**src/rtl/mem_arbiter.sv**
```systemverilog
// mem_arbiter: round-robin byte-serial owner of the external memory port for fetch and load/store; define MEM_ARB_IO_STALL_EN to stall IO-region writes while io_buffer_full is high
module mem_arbiter #(
  parameter int ADDR_WIDTH = 32,
  parameter int DATA_WIDTH = 32,
  parameter logic [1:0] IO_HI_BITS = 2'b11
) (
  input  logic                  clk,
  input  logic                  rst_in,
  input  logic                  rdy_in,
  input  logic                  flush,
  input  logic                  if_req,
  input  logic [ADDR_WIDTH-1:0] if_addr,
  output logic                  if_ready,
  output logic [DATA_WIDTH-1:0] if_data,
  input  logic                  lsb_req,
  input  logic                  lsb_wr,
  input  logic [1:0]            lsb_size,
  input  logic [ADDR_WIDTH-1:0] lsb_addr,
  input  logic [DATA_WIDTH-1:0] lsb_wdata,
  output logic                  lsb_ready,
  output logic [DATA_WIDTH-1:0] lsb_rdata,
  input  logic [7:0]            mem_din,
  output logic [7:0]            mem_dout,
  output logic [ADDR_WIDTH-1:0] mem_a,
  output logic                  mem_wr,
  input  logic                  io_buffer_full
);
  typedef enum logic [1:0] {IDLE, IF_RD, LS_RD, LS_WR} state_t;
  state_t state_q, state_d;
  logic [2:0] cnt_q, cnt_d, n_q, n_d, cnt_nx, lsb_n;
  logic [1:0] lane;
  logic last_lsb_q, last_lsb_d;
  logic [ADDR_WIDTH-1:0] base_q, base_d, mem_a_q, mem_a_d, waddr;
  logic [DATA_WIDTH-1:0] wdata_q, wdata_d, buf_q, buf_d, cap;
  logic [DATA_WIDTH-1:0] if_data_q, if_data_d, lsb_rdata_q, lsb_rdata_d;
  logic if_ready_q, if_ready_d, lsb_ready_q, lsb_ready_d, mem_wr_q, mem_wr_d;
  logic [7:0] mem_dout_q, mem_dout_d;
  logic if_ok, lsb_ok, grant_if, grant_ls, stall_g, stall_w;
  assign cnt_nx = cnt_q + 3'd1;
  assign lane = cnt_q[1:0] - 2'd1;
  assign lsb_n = lsb_size == 2'd0 ? 3'd1 : lsb_size == 2'd1 ? 3'd2 : 3'd4;
  assign waddr = base_q + ADDR_WIDTH'(cnt_q);
  // a requester whose ready pulse is showing still has req high, so it is masked for that edge
  assign if_ok = if_req && !flush && !if_ready_q;
  assign lsb_ok = lsb_req && !lsb_ready_q && (lsb_wr || !flush);
  assign grant_if = if_ok && (!lsb_ok || last_lsb_q);
  assign grant_ls = lsb_ok && !grant_if;
`ifdef MEM_ARB_IO_STALL_EN
  assign stall_g = lsb_addr[17:16] == IO_HI_BITS && io_buffer_full;
  assign stall_w = waddr[17:16] == IO_HI_BITS && io_buffer_full;
`else
  logic unused_io;
  assign unused_io = io_buffer_full | (|IO_HI_BITS);
  assign stall_g = 1'b0;
  assign stall_w = 1'b0;
`endif
  assign if_ready = if_ready_q;
  assign lsb_ready = lsb_ready_q;
  assign if_data = if_data_q;
  assign lsb_rdata = lsb_rdata_q;
  assign mem_a = mem_a_q;
  assign mem_dout = mem_dout_q;
  assign mem_wr = mem_wr_q;
  // read buffer with the byte arriving this edge merged into lane cnt-1
  always_comb begin
    cap = buf_q;
    cap[8*lane +: 8] = mem_din;
  end
  // arbitration, byte sequencing and output next-state
  always_comb begin
    state_d = state_q;
    cnt_d = cnt_q;
    n_d = n_q;
    last_lsb_d = last_lsb_q;
    base_d = base_q;
    wdata_d = wdata_q;
    buf_d = buf_q;
    if_data_d = if_data_q;
    lsb_rdata_d = lsb_rdata_q;
    mem_a_d = mem_a_q;
    mem_dout_d = mem_dout_q;
    if_ready_d = 1'b0;
    lsb_ready_d = 1'b0;
    mem_wr_d = 1'b0;
    case (state_q)
      IDLE: if (grant_if || grant_ls) begin
        last_lsb_d = grant_ls;
        base_d = grant_if ? if_addr : lsb_addr;
        mem_a_d = base_d;
        n_d = grant_if ? 3'd4 : lsb_n;
        wdata_d = lsb_wdata;
        buf_d = '0;
        cnt_d = 3'd0;
        state_d = grant_if ? IF_RD : lsb_wr ? LS_WR : LS_RD;
        if (grant_ls && lsb_wr && !stall_g) begin
          mem_wr_d = 1'b1;
          mem_dout_d = lsb_wdata[7:0];
          cnt_d = 3'd1;
          if (lsb_n == 3'd1) begin
            lsb_ready_d = 1'b1;
            state_d = IDLE;
          end
        end
      end
      IF_RD, LS_RD: if (flush) state_d = IDLE;
      else begin
        cnt_d = cnt_nx;
        if (cnt_nx < n_q) mem_a_d = base_q + ADDR_WIDTH'(cnt_nx);
        if (cnt_q != 3'd0) buf_d = cap;
        if (cnt_q == n_q) begin
          state_d = IDLE;
          if (state_q == IF_RD) begin
            if_ready_d = 1'b1;
            if_data_d = cap;
          end else begin
            lsb_ready_d = 1'b1;
            lsb_rdata_d = cap;
          end
        end
      end
      default: if (!stall_w) begin
        mem_wr_d = 1'b1;
        mem_a_d = waddr;
        mem_dout_d = wdata_q[8*cnt_q[1:0] +: 8];
        cnt_d = cnt_nx;
        if (cnt_nx == n_q) begin
          lsb_ready_d = 1'b1;
          state_d = IDLE;
        end
      end
    endcase
  end
  // state register; a low rdy_in freezes everything but drops the write strobe
  always_ff @(posedge clk) begin
    if (rst_in) begin
      state_q <= IDLE;
      cnt_q <= '0;
      n_q <= '0;
      last_lsb_q <= 1'b1;
      base_q <= '0;
      wdata_q <= '0;
      buf_q <= '0;
      if_data_q <= '0;
      lsb_rdata_q <= '0;
      mem_a_q <= '0;
      mem_dout_q <= '0;
      if_ready_q <= 1'b0;
      lsb_ready_q <= 1'b0;
      mem_wr_q <= 1'b0;
    end else if (rdy_in) begin
      state_q <= state_d;
      cnt_q <= cnt_d;
      n_q <= n_d;
      last_lsb_q <= last_lsb_d;
      base_q <= base_d;
      wdata_q <= wdata_d;
      buf_q <= buf_d;
      if_data_q <= if_data_d;
      lsb_rdata_q <= lsb_rdata_d;
      mem_a_q <= mem_a_d;
      mem_dout_q <= mem_dout_d;
      if_ready_q <= if_ready_d;
      lsb_ready_q <= lsb_ready_d;
      mem_wr_q <= mem_wr_d;
    end else begin
      mem_wr_q <= 1'b0;
    end
  end
endmodule

```
**config.mk**
```make
export PLATFORM = sky130hd
export DESIGN_NAME = mem_arbiter
export DESIGN_NICKNAME = d
export VERILOG_FILES = /design/src/rtl/mem_arbiter.sv
export SDC_FILE = /design/constraint.sdc
export NUM_CORES = 1
export LEC_CHECK = 0
export ABC_AREA = 1
export BUFFER_PORTS_ARGS = -buffer_cell sky130_fd_sc_hd__buf_2
export CAP_MARGIN = 20
export CORE_ASPECT_RATIO = 0.7
export CORE_MARGIN = 1
export CORE_UTILIZATION = 27
export DETAILED_ROUTE_END_ITERATION = 8
export PLACE_DENSITY = 0.44
export SLEW_MARGIN = 20
export SYNTH_ARGS = -nofsm -noshare
export SYNTH_HDL_FRONTEND = slang
export SYNTH_SLANG_ARGS = --single-unit
```
**constraint.sdc**
```tcl
create_clock -name clk -period 3.35 [get_ports clk]
set_input_delay 0.335 -clock clk [delete_from_list [all_inputs] [get_ports clk]]
set_output_delay 0.335 -clock clk [all_outputs]
set_load 0.02 [all_outputs]
```
# Word level (Yosys, flattened, before mapping)
# Cells that the tools add are included.
dict set report op_classes {
  n_reduce_logical 30
  n_mux 44
  n_eq_ne 12
  n_addsub 5
  bitwise_logic 4
  shifts 3
  n_lt_le_gt_ge 1
}
# cell count
set ops {}
lappend ops {{$mux W32} 7}
lappend ops {{$pmux W32 S2} 2}
lappend ops {{$add A32 B3 Y32} 2}
lappend ops {{$neg A5 Y34} 1}
lappend ops {{$shift A8 B34 Y32 const A} 1}
lappend ops {{$shiftx A8 B34 Y32} 1}
lappend ops {{$bwmux W32} 1}
lappend ops {{$shiftx A32 B6 Y8} 1}
lappend ops {{$mux W8} 2}
lappend ops {{$pmux W8 S2} 1}
lappend ops {{$mux W1} 15}
lappend ops {{$mux W3} 5}
lappend ops {{$reduce_and A5 Y1} 3}
lappend ops {{$mux W2} 7}
lappend ops {{$reduce_and A4 Y1} 3}
lappend ops {{$ne A2 B2 Y1 const B} 5}
lappend ops {{$logic_and A1 B1 Y1} 7}
lappend ops {{$eq A3 B3 Y1} 2}
lappend ops {{$pmux W3 S2} 1}
lappend ops {{$reduce_and A3 Y1} 2}
lappend ops {{$reduce_bool A3 Y1} 2}
lappend ops {{$logic_not A1 Y1} 5}
lappend ops {{$eq A2 B1 Y1 const B} 2}
lappend ops {{$logic_not A2 Y1} 2}
lappend ops {{12 further kinds} 19}
dict set report word_totals {
  word_cells 113
  input_bits 114
  register_bits 212
}

# Logic depth before layout (Yosys ltp)
dict set report depth {
  depth_word 12
  mapped_depth 18
  depth_no_buf 16
}

# Worst setup path after synthesis
# No wires, ideal clock.
dict set report synth_timing {
  path_kind {flip-flop to flip-flop}
  from {register state_q[0]}
  to {register mem_a_q[20], in the netlist mem_a[20]}
  path_stages_with_launch 18
  required_ps 3280
  n_path_buf 2
  period_less_slack_ps 2897
  arrival_time_ps 2828
  setup_slack_ps 453
  setup_ps 70
  path_cell_list {dfxtp_1 inv_1 ha_1 buf_2 buf_1 xor2_1 ha_1 inv_1 fa_1 inv_1 nand2_1 nand2_1 nand2_1 nor2_1 nand2_1 xor2_1 nand2_1 a21oi_1}
}
dict set report synth_between {
  elab_chain_len 4
  word_cells_on_any_way 9
  cone_classes {eq/ne (5); mux (1); reduce/logical (3)}
}
# item line_no
set synth_lines {}
lappend synth_lines {{start: declaration} 29} ;# state_t state_q, state_d;
lappend synth_lines {{start signal: assignment} 151} ;# state_q <= state_d;
lappend synth_lines {{$eq A2 B1 Y1 or $eq A2 B2 Y1 (tied branches)} 85} ;# case (state_q)
lappend synth_lines {{$reduce_or A2 Y1} 85}
lappend synth_lines {{$ne A2 B2 Y1 (no line)} -}
lappend synth_lines {{$reduce_and A4 Y1 (no line)} -}
lappend synth_lines {{end signal: assignment} 160} ;# mem_a_q <= mem_a_d;
lappend synth_lines {{end: declaration} 33} ;# logic [ADDR_WIDTH-1:0] base_q, base_d, mem_a_q, mem_a_d, waddr;
# Parallel ways exist; a longest one is shown, timed or not.
# A chain may end at the register's enable or synchronous reset.

# Final worst setup path
dict set report layout_timing {
  from {register state_q[0]}
  to {register mem_a_q[14], in the netlist mem_a[14]}
}
# The elaborated chain is that of the path after synthesis.

==> flow_summary.ini <==
[layout]
layout_common_cells = nand2_1 (330), buf_2 (219), dfxtp_1 (212)
drive_gt1_share_pct = 17.9
fillers = 4243
finalNetCount = 1861
area_growth_pct = 22.0
fin_area_um2 = 13000
ff_latch_area_um2 = 4240
final_common_cell = nand2_1
multi_input_area_um2 = 5170

[routing]
wl_mm = 37.2
drt_pass1_iterations = 7
ant_nets = 0
wl_per_cell_um = 16.4
via_per_inst = 4.64
drt_iter0_drc = 685
vias = 10600
drc_errors = 0

[clock_network]
cts_hold_buf = 0
cts_buffers = 25
cts_tree = done
post-cts-setup-buffers = 0
clk_root_buffer_cell = clkbuf_16
clock_latency_ps = 560
clk_path_buf_depth = 3
cts.reportedPaths.clkPinSlew_ps = 60
cts.sinks = 212
htreeDepth = 1

[pwr]
p_leak_uw = 0.00576
report.power.total_uw = 7330
pwr_density_cell_nw_per_um2 = 562
peakVddDrop_mv = 0.313

[job]
max_cap_viol_count = 0

[placed_design]
port-buffer-count = 219
dp_hpwl_mm = 26.3
placed_area_um2 = 12100
place.gp.congestion = 0.873
place_ws_ps = 267

[grt]
antenna_found_initial = 2
grt_pass1_wl_mm = 57.1
grt_use_total_pct = 18.2
grt_max_degree = 95
grt_overflow = 0
first_global_vias = 9609

[setup_path]
worstSetupStartpointType = register
worstPathMaxFanout = 8
cp-end-kind = register
critPathKind = reg -> reg
rrSetupSlack_ps = 360
crit_arrival_ps = 3450
critical_path.endpoint = mem_a[14]$_SDFFE_PP0P_
r2r_start = state_q[0]$_SDFFE_PP0P_
cp.required_ps = 3820
r2r_end = mem_a[14]$_SDFFE_PP0P_
crit_start = state_q[0]$_SDFFE_PP0P_
ff2ff_path_depth = 14

[sta]
period_share_pct = 89.1
slew-limit-headroom_pct = 32.4
fmax_mhz = 335
rsz0062_at_grt = no
min_period_ps = 2990
report.final.slew_viol_count = 0
fin_ws_ps = 364
setup_violations = 0
tightest_slew_ps = 1010
finalHoldViolCount = 0
finalSetupTns_ps = 0
clock-skew-final_ps = 28.4

[synth]
synth-warning-count = 0
synth.cell_area_um2 = 10700
ys_ff_latch = 212
ys_seq_area_share_pct = 39.7
syn_nets = 1688
synthArstFlopShare_pct = 0
syn_area_per_cell_um2 = 6.85
synth_flop_cell = dfxtp_1
synthCells = 1558
synth_edf_count = 0
synth_cell_type_count = 44

[floorplanning]
die-width_um = 240
pin_count = 221
die-area_um2 = 40400
initial_core_util_pct = 27.6
die_h_um = 168
rows = 60
core_area_um2 = 38700

[worst_hold_path]
hold_class = in -> reg
worstHoldStart = lsb_wdata[18]

[run_status]
outcome = finished clean
[logic make-up after synthesis]
kind of cell,Yosys count,synth area share [%]
fa+ha+maj,16,1.95
mux,7,0.656
buf+inv,300,11.9
flops,212,39.7
xor+xnor,17,1.39
compound gates,382,19.1
simple gates,624,25.2
[final cells by class]
cell class | instances | area share (%)
clock buffers | 31 | 5.20
flip-flops and latches | 212 | 32.6
clock inverters | 12 | 1.62
inverters | 204 | 5.89
diodes | 1 | 0.0192
repair buffers | 242 | 9.93
multi-input cells | 1046 | 39.7
well taps | 527 | 5.06
[metal layers]
layer	share of wire, %	GRT usage [%]	routed length (um)	up-vias
met5	0	0	0	-
met2	38	24.0	14100	276
met4	1.5	3.15	543	0
met3	5.4	3.25	2030	35
met1	55	29.9	20600	4847
li1	-	-	-	5401
[through the flow]
stage          util (%)  cells  hold slack, ps
6_report           33.7   2275            51.8
4_1_cts            33.7   2274            22.1
5_1_grt            33.7   2274            41.0
3_5_place_dp       31.4   2231             434
3_3_place_gp       31.4   2231             433
2_1_floorplan         -   1558             429
[synth_stat cells, types with 10 or more instances]
library cell / instances / area share (%)
o21ai_1: 24 / 1.1
o21ai_0: 153 / 7.2
buf_2: 24 / 1.1
nand3_1: 73 / 3.4
inv_1: 195 / 6.9
nand4_1: 39 / 2.3
buf_4: 10 / 0.70
dfxtp_1: 212 / 40
xor2_1: 12 / 0.98
ha_1: 15 / 1.8
o211ai_1: 24 / 1.7
a21oi_1: 152 / 7.1
nand2_1: 330 / 12
clkbuf_1: 47 / 1.7
nor2_1: 146 / 5.1
o22ai_1: 10 / 0.59
buf_6: 10 / 1.1
[worst min-delay path by stage]
stage / slack, ps / cells past startpoint / end
2_1_floorplan: 430 / 2 / wdata_q[10]$_SDFFE_PP0P_
3_3_place_gp: 430 / 2 / lsb_rdata[15]$_SDFFE_PP0P_
3_5_place_dp: 430 / 2 / if_data[30]$_SDFFE_PP0P_
4_1_cts: 20 / 3 / wdata_q[18]$_SDFFE_PP0P_
5_1_grt: 40 / 3 / wdata_q[4]$_SDFFE_PP0P_
6_report: 50 / 3 / wdata_q[18]$_SDFFE_PP0P_
[worst max-delay path, stage by stage, from the launching register on]
cell,delay [ps]
dfxtp_1,390
inv_1,60
ha_2,420
xor2_1,170
ha_1,190
inv_1,60
fa_1,400
inv_1,90
nand2_1,70
nand2_1,90
nand2_1,100
nor2_1,380
xor2_1,260
nand2_1,70
a31oi_1,140
[flip-flops by register name, summed over array words and instances (netlist names)]
signal,cells
base_q,32
wdata_q,32
last_lsb_q,1
lsb_rdata,32
n_q,3
state_q,2
mem_a,32
mem_dout,8
buf_q,32
if_data,32
if_ready,1
mem_wr,1
lsb_ready,1
cnt_q,3
[repair_timing]
action                                  4_1_cts  5_1_grt
endpoints found under the hold margin         0        0
endpoints found under the setup margin        0       15
resized for setup                             0        1
[power breakdown]
group | leakage [uW] | total, uW | internal, uW | switching, uW
logic | 0.00360 | 1490 | 465 | 1020
clock network | 0.000426 | 3010 | 1830 | 1180
registers | 0.00173 | 2830 | 2700 | 137
No activity file was read; power rests on OpenSTA's default activity.
